[config.mk]
export PLATFORM = sky130hd
export DESIGN_NAME = csc_cfg_ctrl
export DESIGN_NICKNAME = d
export VERILOG_FILES = /design/src/rtl/csc_cfg_ctrl.sv
export SDC_FILE = /design/constraint.sdc
export NUM_CORES = 1
export LEC_CHECK = 0
export ABC_AREA = 1
export BUFFER_PORTS_ARGS = -buffer_cell sky130_fd_sc_hd__buf_2
export CAP_MARGIN = 20
export CORE_MARGIN = 2
export CORE_UTILIZATION = 57
export DETAILED_ROUTE_END_ITERATION = 6
export PLACE_DENSITY = 0.8
export SLEW_MARGIN = 20
export SYNTH_ARGS = -nofsm -noshare
export SYNTH_HDL_FRONTEND = slang
export SYNTH_SLANG_ARGS = --single-unit
[constraint.sdc]
create_clock -name clk -period 6.6 [get_ports clk]
set_input_delay 0 -clock clk [delete_from_list [all_inputs] [get_ports clk]]
set_output_delay 0 -clock clk [all_outputs]
set_load 0.01 [all_outputs]
[src/rtl/csc_cfg_ctrl.sv]
// rtl/csc_cfg_ctrl.sv - RGB->YCbCr coefficient controller with frame-aligned shadow/active update
module csc_cfg_ctrl #(
  parameter int COEF_W = 8,
  parameter int CNT_W  = 16
) (
  input  logic                  clk,
  input  logic                  rst,
  input  logic                  RGB_vsync,
  input  logic                  cfg_wr,
  input  logic                  cfg_rd,
  input  logic [3:0]            cfg_addr,
  input  logic [7:0]            cfg_wdata,
  input  logic                  cfg_commit,
  output logic [7:0]            cfg_rdata,
  output logic [9*COEF_W-1:0]   coef_bus,
  output logic                  csc_bypass,
  output logic                  cfg_pending,
  output logic                  upd_done,
  output logic                  cfg_err,
  output logic [CNT_W-1:0]      frame_cnt
);

  typedef enum logic [1:0] {S_IDLE, S_ARMED, S_APPLY} state_t;

  localparam logic [7:0] BT601 [9] = '{8'd77, 8'd150, 8'd29, 8'd43, 8'd85, 8'd128, 8'd128, 8'd107, 8'd21};
  localparam logic [7:0] BT709 [9] = '{8'd54, 8'd183, 8'd18, 8'd29, 8'd99, 8'd128, 8'd128, 8'd116, 8'd12};

  state_t              r_state;
  logic                r_vs_d;
  logic [COEF_W-1:0]   r_sh_coef [9];
  logic [1:0]          r_sh_mode;
  logic                r_sh_byp;
  logic [1:0]          r_act_mode;

  logic [COEF_W-1:0]   w_sh_coef_nxt [9];
  logic [1:0]          w_sh_mode_nxt;
  logic                w_sh_byp_nxt;
  logic                w_err_set;
  logic                w_edge;
  logic [9*COEF_W-1:0] w_new_bus;
  logic [7:0]          w_rd_val;

  assign w_edge = RGB_vsync & ~r_vs_d;

  // Shadow as it stands after this cycle's write; APPLY loads from this so a same-cycle write lands.
  always_comb begin
    w_sh_coef_nxt = r_sh_coef;
    w_sh_mode_nxt = r_sh_mode;
    w_sh_byp_nxt  = r_sh_byp;
    w_err_set     = 1'b0;
    if (cfg_wr) begin
      for (int i = 0; i < 9; i++) begin
        if (cfg_addr == 4'(i)) w_sh_coef_nxt[i] = COEF_W'(cfg_wdata);
      end
      if (cfg_addr == 4'd9) begin
        w_sh_byp_nxt = cfg_wdata[2];
        if (cfg_wdata[1:0] == 2'd3) w_err_set = 1'b1;
        else                        w_sh_mode_nxt = cfg_wdata[1:0];
      end
    end
  end

  always_comb begin
    w_new_bus = '0;
    for (int i = 0; i < 9; i++) begin
      case (w_sh_mode_nxt)
        2'd0:    w_new_bus[(8-i)*COEF_W +: COEF_W] = COEF_W'(BT601[i]);
        2'd1:    w_new_bus[(8-i)*COEF_W +: COEF_W] = COEF_W'(BT709[i]);
        default: w_new_bus[(8-i)*COEF_W +: COEF_W] = w_sh_coef_nxt[i];
      endcase
    end
  end

  // Readback always reflects the active set, which a same-cycle write cannot touch.
  always_comb begin
    w_rd_val = '0;
    for (int i = 0; i < 9; i++) begin
      if (cfg_addr == 4'(i)) w_rd_val = 8'(coef_bus[(8-i)*COEF_W +: COEF_W]);
    end
    if (cfg_addr == 4'd9) w_rd_val = {5'b0, csc_bypass, r_act_mode};
  end

  always_ff @(posedge clk or posedge rst) begin
    if (rst) begin
      r_state     <= S_IDLE;
      r_vs_d      <= 1'b0;
      r_sh_mode   <= 2'd0;
      r_sh_byp    <= 1'b0;
      r_act_mode  <= 2'd0;
      cfg_rdata   <= '0;
      csc_bypass  <= 1'b0;
      cfg_pending <= 1'b0;
      upd_done    <= 1'b0;
      cfg_err     <= 1'b0;
      frame_cnt   <= '0;
      for (int i = 0; i < 9; i++) begin
        r_sh_coef[i]                      <= COEF_W'(BT601[i]);
        coef_bus[(8-i)*COEF_W +: COEF_W]  <= COEF_W'(BT601[i]);
      end
    end else begin
      r_vs_d    <= RGB_vsync;
      r_sh_coef <= w_sh_coef_nxt;
      r_sh_mode <= w_sh_mode_nxt;
      r_sh_byp  <= w_sh_byp_nxt;
      upd_done  <= 1'b0;
      if (w_edge) frame_cnt <= frame_cnt + 1'b1;
      if (cfg_rd) cfg_rdata <= w_rd_val;
      if (w_err_set)                           cfg_err <= 1'b1;
      else if (cfg_commit && r_state == S_IDLE) cfg_err <= 1'b0;

      case (r_state)
        S_IDLE: begin
          if (cfg_commit) begin
            r_state     <= S_ARMED;
            cfg_pending <= 1'b1;
          end
        end
        S_ARMED: begin
          if (w_edge) r_state <= S_APPLY;
        end
        S_APPLY: begin
          r_state     <= S_IDLE;
          cfg_pending <= 1'b0;
          coef_bus    <= w_new_bus;
          csc_bypass  <= w_sh_byp_nxt;
          r_act_mode  <= w_sh_mode_nxt;
          upd_done    <= 1'b1;
        end
        default: begin
          r_state     <= S_IDLE;
          cfg_pending <= 1'b0;
        end
      endcase
    end
  end

endmodule

Word level (Yosys, flattened, before mapping)
Index checks and enable logic that the tools add are counted.
Storage, ports and cells
  register bits: 180
  latch bits: 0
  bits in writable memories: 0
  memory bits (read-only): 0
  logic and storage cells: 93
  memories: 0
Cells by class
  add/sub/neg operators: 1
  multipliers: 0
  divide/modulo/power cells: 0
  $lt $le $gt $ge: 0
  equal/unequal tests: 15
  shifts and indexed selects: 0
  muxes and demuxes: 45
  bitwise gates (word level): 3
  reduce and logical (&&, ||, !) cells: 8
Operators by type and width (number)
  $mux W8: 21
  $pmux W8 S2: 7
  $mux W72: 1
  $add A16 B1 Y16 const B: 1
  $eq A4 B3 Y1 const B: 4
  $mux W2: 5
  $mux W1: 9
  $eq A4 B2 Y1 const B: 2
  $eq A4 B4 Y1 const B: 2
  $eq A2 B1 Y1 const B: 2
  $eq A2 B2 Y1 const B: 2
  $eq A4 B1 Y1 const B: 1
  $logic_not A2 Y1: 2
  $logic_not A4 Y1: 1
  $ne A2 B2 Y1 const B: 2
  $pmux W2 S2: 1
  $reduce_and A2 Y1: 2
  $not A1 Y1: 2
  $pmux W1 S2: 1
  $reduce_bool A2 Y1: 1
  $reduce_or A2 Y1: 1
  $and A1 B1 Y1: 1
  $logic_and A1 B1 Y1: 1

Logic depth before layout (Yosys ltp)
  word-level depth: 11
  gate-level depth with buffers: 13
  depth with buffers taken out: 12

Worst setup path before layout
No wires, ideal clock.
  path type: reg-to-reg
  start point: register r_vs_d
  end point: register frame_cnt[13]
  setup time: 0.124 ns
  arrival: 1.406 ns
  data required time: 6.476 ns
  slack: 5.070 ns
  stages on the path, launching flop included: 8
  clock period less this slack: 1.530 ns
  cells stage by stage: dfrtp_1 nor2_1 inv_1 nor2_1 nand3_1 nor2_1 nand4_1 xor2_1
On the way
  longest elaborated chain between the ends: 2
Ends and longest elaborated chain
  start: declaration: RTL line 29  | logic r_vs_d;
  start signal: assignment: RTL line 101  | r_vs_d <= RGB_vsync;
  $not A1 Y1: RTL line 43  | assign w_edge = RGB_vsync & ~r_vs_d;
  $and A1 B1 Y1: RTL line 43
  end signal: assignment: RTL line 106  | if (w_edge) frame_cnt <= frame_cnt + 1'b1;
  end: declaration: RTL line 20  | output logic [CNT_W-1:0] frame_cnt
Every way passes these cells.
A chain may end at the register's enable or synchronous reset.

Worst setup path in the final report
  start point: register r_state[1]
  end point: register coef_bus[12]
On the way
  longest elaborated chain between the ends: 1
Ends and longest elaborated chain
  start: declaration: RTL line 28  | state_t r_state;
  start signal: assignment: RTL line 85  | r_state <= S_IDLE;
  start signal: assignment: RTL line 114  | r_state <= S_ARMED;
  start signal: assignment: RTL line 119  | if (w_edge) r_state <= S_APPLY;
  $eq A2 B2 Y1: RTL line 111  | case (r_state)
  end signal: indexed assignment: RTL line 98  | coef_bus[(8-i)*COEF_W +: COEF_W] <= COEF_W'(BT601[i]);
  end signal: assignment: RTL line 124  | coef_bus <= w_new_bus;
  end: declaration: RTL line 15  | output logic [9*COEF_W-1:0] coef_bus,
Every way passes these cells.

==> flow_summary_export.csv <==
group,metric,value,unit
status,status,"finished, final reports clean",
synth,ys_types,31,
timing,fin_crit_sh,39.7,%
synth,yosysMostFrequentCell,"nand2_1",
synth,ys_ff_latch,180,
detailed_routing,first_iter_violations,607,
timing,holdWs,196,ps
synth,synth_area_leaders,"dfrtp_1 40%, dfstp_2 21%, nand2_1 12%",
synth,synth_common_cells,"233 x nand2_1, 120 x dfrtp_1, 90 x o21ai_0, 84 x inv_1, 60 x dfstp_2",
synth,synth_mux_area_share,0,%
clock_network,clock_latency,430,ps
timing,finalHoldViolations,0,
setup_path,cp.arrival,2960,ps
worst_hold_path,min_path_type,"in2reg",
clock_network,clock_path_buffers,2,
clock_network,cts-root-buf,"clkbuf_16",
synth,synth_compound_area_share,12.6,%
setup_path,crit_fanout,51,
setup_path,r2r-end,"coef_bus[12]$_DFFE_PP0P_",
timing,finalSetupTns,0,ps
clock_network,clkSinkCount,180,
synth,synth.avg_cell_area,9.24,sq um
detailed_routing,wl,19.7,mm
setup_path,timing.rr.start,"r_state[1]$_DFFE_PP0P_",
power_and_ir_drop,p_per_area,411,nW/um^2
timing,rsz0062_at_grt,"false",
timing,clock_skew,7.30,ps
detailed_routing,viasPerCell,5.59,
setup_path,cp.required,6940,ps
power_and_ir_drop,ir_drop,209,uV
setup_path,r2r_setup_slack,3980,ps
run,maxCapViolCount,0,
synth,synthFlopType,"dfrtp_1",
setup_path,worstSetupEndpoint,"coef_bus[12]$_DFFE_PP0P_",
detailed_routing,vias,6330,
detailed_routing,wl_per_cell,17.4,microns
clock_network,cts_buffers,17,
die,start_util,57.7,%
global_routing,grt_pass1_wl,31.5,mm
synth,synth_top_area_share,39.6,%
synth,syn_inst,820,
die,pin_count,118,
synth,synthAdderAreaFrac,0.165,%
timing,tightest_slew,857,ps
clock_network,cts_htree_levels,4,
finish,finalNetCount,963,
clock_network,hold_buffers,13,
placed_design,dp_hpwl,13.3,mm
global_routing,antenna_found_initial,1,
global_routing,gr-total-overflow,0,
clock_network,clk_pin_slew_worst_paths,60,ps
placed_design,dpl-instance-area,8280,sq um
synth,yosysSeqAreaShare,60.4,%
setup_path,crit_start,"r_state[1]$_DFFE_PP0P_",
clock_network,cts-resized-gates,0,
timing,finalSetupViolations,0,
finish,antenna_cells,0,
synth,synth_xor_area_share,1.73,%
finish,stdcell_area,8960,sq um
synth,synth-edff-count,0,
clock_network,cts_tree,"done",
die,die_h,119,microns
timing,drv_slew,0,
die,core,13100,sq um
synth,synth_area,7580,sq um
placed_design,io_buffer_count,117,
power_and_ir_drop,power,3680,uW
power_and_ir_drop,p_leak,0.00457,uW
global_routing,grt_max_degree,97,
setup_path,reg2regPathDepth,10,
timing,min_period,2620,ps
detailed_routing,drc,0,
detailed_routing,ant_nets,0,
setup_path,endpoint_kind,"register",
die,num_rows,42,
synth,synth-simple-area-share,18.8,%
global_routing,grt_pass1_vias,5839,
finish,layout-drive-gt1-share,24.9,%
placed_design,routabilityCongestion,0.858,
detailed_routing,drt_first_pass_iters,5,
timing,slew_headroom,42.8,%
die,die_w,119,microns
clock_network,cts_setup_buffers,0,
synth,synthArstFlopShare,100,%
synth,synth_top_family_by_area,"simple AND/OR/NAND/NOR gates",
finish,nFillCells,1062,
timing,max_freq,381,MHz
setup_path,cp-start-kind,"register",
finish,areaGrowthSynthToFinish,18.2,%
synth,ys_warn_count,0,
synth,synth_top_cell_by_area,"dfrtp_1",
setup_path,path_class,"reg2reg",
die,dieArea,14200,sq um
global_routing,track_usage,29.0,%
synth,syn_nets,839,
metal layers:
metal  vias up  global-route usage (%)  wire length, microns
met5         -                       0                    13
met1      3108                    41.5                  8400
li1       2888                       -                     -
met4         2                    11.3                   508
met3        39                    5.89                  1460
met2       293                    44.0                  9310
cell usage in the layout, fill, tap and decap left out, types with 16 or more instances in the layout:
cell type	netlist	layout
o21ai_1	29	29
clkbuf_16	0	17
o21ai_0	90	90
dfstp_2	60	60
dfrtp_1	120	120
buf_2	12	117
nand2_1	233	233
nand3_1	18	18
nor2_1	39	38
nand4_1	16	16
a22o_1	21	21
inv_1	84	83
a21oi_1	26	26
state kept, by name (all words and copies together) (netlist names):
signal	cells
cfg_err	1
r_vs_d	1
csc_bypass	1
r_state	2
r_act_mode	2
r_sh_byp	1
frame_cnt	16
cfg_pending	1
r_sh_coef	72
cfg_rdata	8
r_sh_mode	2
upd_done	1
coef_bus	72
critical path: stages (launching register included):
cell and delay [ps]:
dfrtp_1 410, inv_1 80, nor2_2 80, buf_4 350
clkinv_1 110, buf_4 330, nor2_8 600, inv_2 90
nand2_2 240, o21ai_0 150, o21ai_0 100
how the worst min path moves through the flow:
stage / start / endpoint / depth (start not counted)
final: cfg_addr[1] / cfg_rdata[1]$_DFFE_PP0P_ / 7
after global routing: cfg_wr / r_sh_byp$_DFF_PP0_ / 4
after floorplan: RGB_vsync / r_vs_d$_DFF_PP0_ / 0
after detailed placement: RGB_vsync / r_vs_d$_DFF_PP0_ / 1
after CTS: cfg_wr / r_sh_byp$_DFF_PP0_ / 4
after global placement: RGB_vsync / r_vs_d$_DFF_PP0_ / 1
logic make-up after synthesis:
group	count (synthesis)
AOI/OAI and AO/OA	172
xor gates and xnor gates	15
adders and majority gates	1
buffers and inverters	119
DFF	180
and+or+nand+nor	333
area by class of cell:
cell class                 count  area (sq um)  share of cell area (%)
clock inverter                 5          50.0                   0.559
clock buffer                  27           493                    5.50
inverter                      91           347                    3.87
tap                          176           220                    2.46
timing repair buffer         133           742                    8.28
multi-input combinational    521          2530                    28.2
sequential                   180          4580                    51.1
per-stage QoR:
step | setup slack [ps] | utilization (%) | instances
floorplan | 1810 | - | 820
global placement | 4120 | 63.1 | 1088
detailed placement | 3970 | 63.1 | 1088
CTS | 3960 | 68.2 | 1133
global route | 3710 | 68.2 | 1133
finish | 3980 | 68.2 | 1133
report_power, final:
| group | switching [uW] | internal (uW) | total, uW |
|---|---|---|---|
| Clock | 400 | 548 | 947 |
| Sequential | 265 | 1530 | 1800 |
| Combinational | 558 | 375 | 933 |
| Total | 1220 | 2460 | 3680 |
Note: power is estimated with default switching activity, not from simulation.
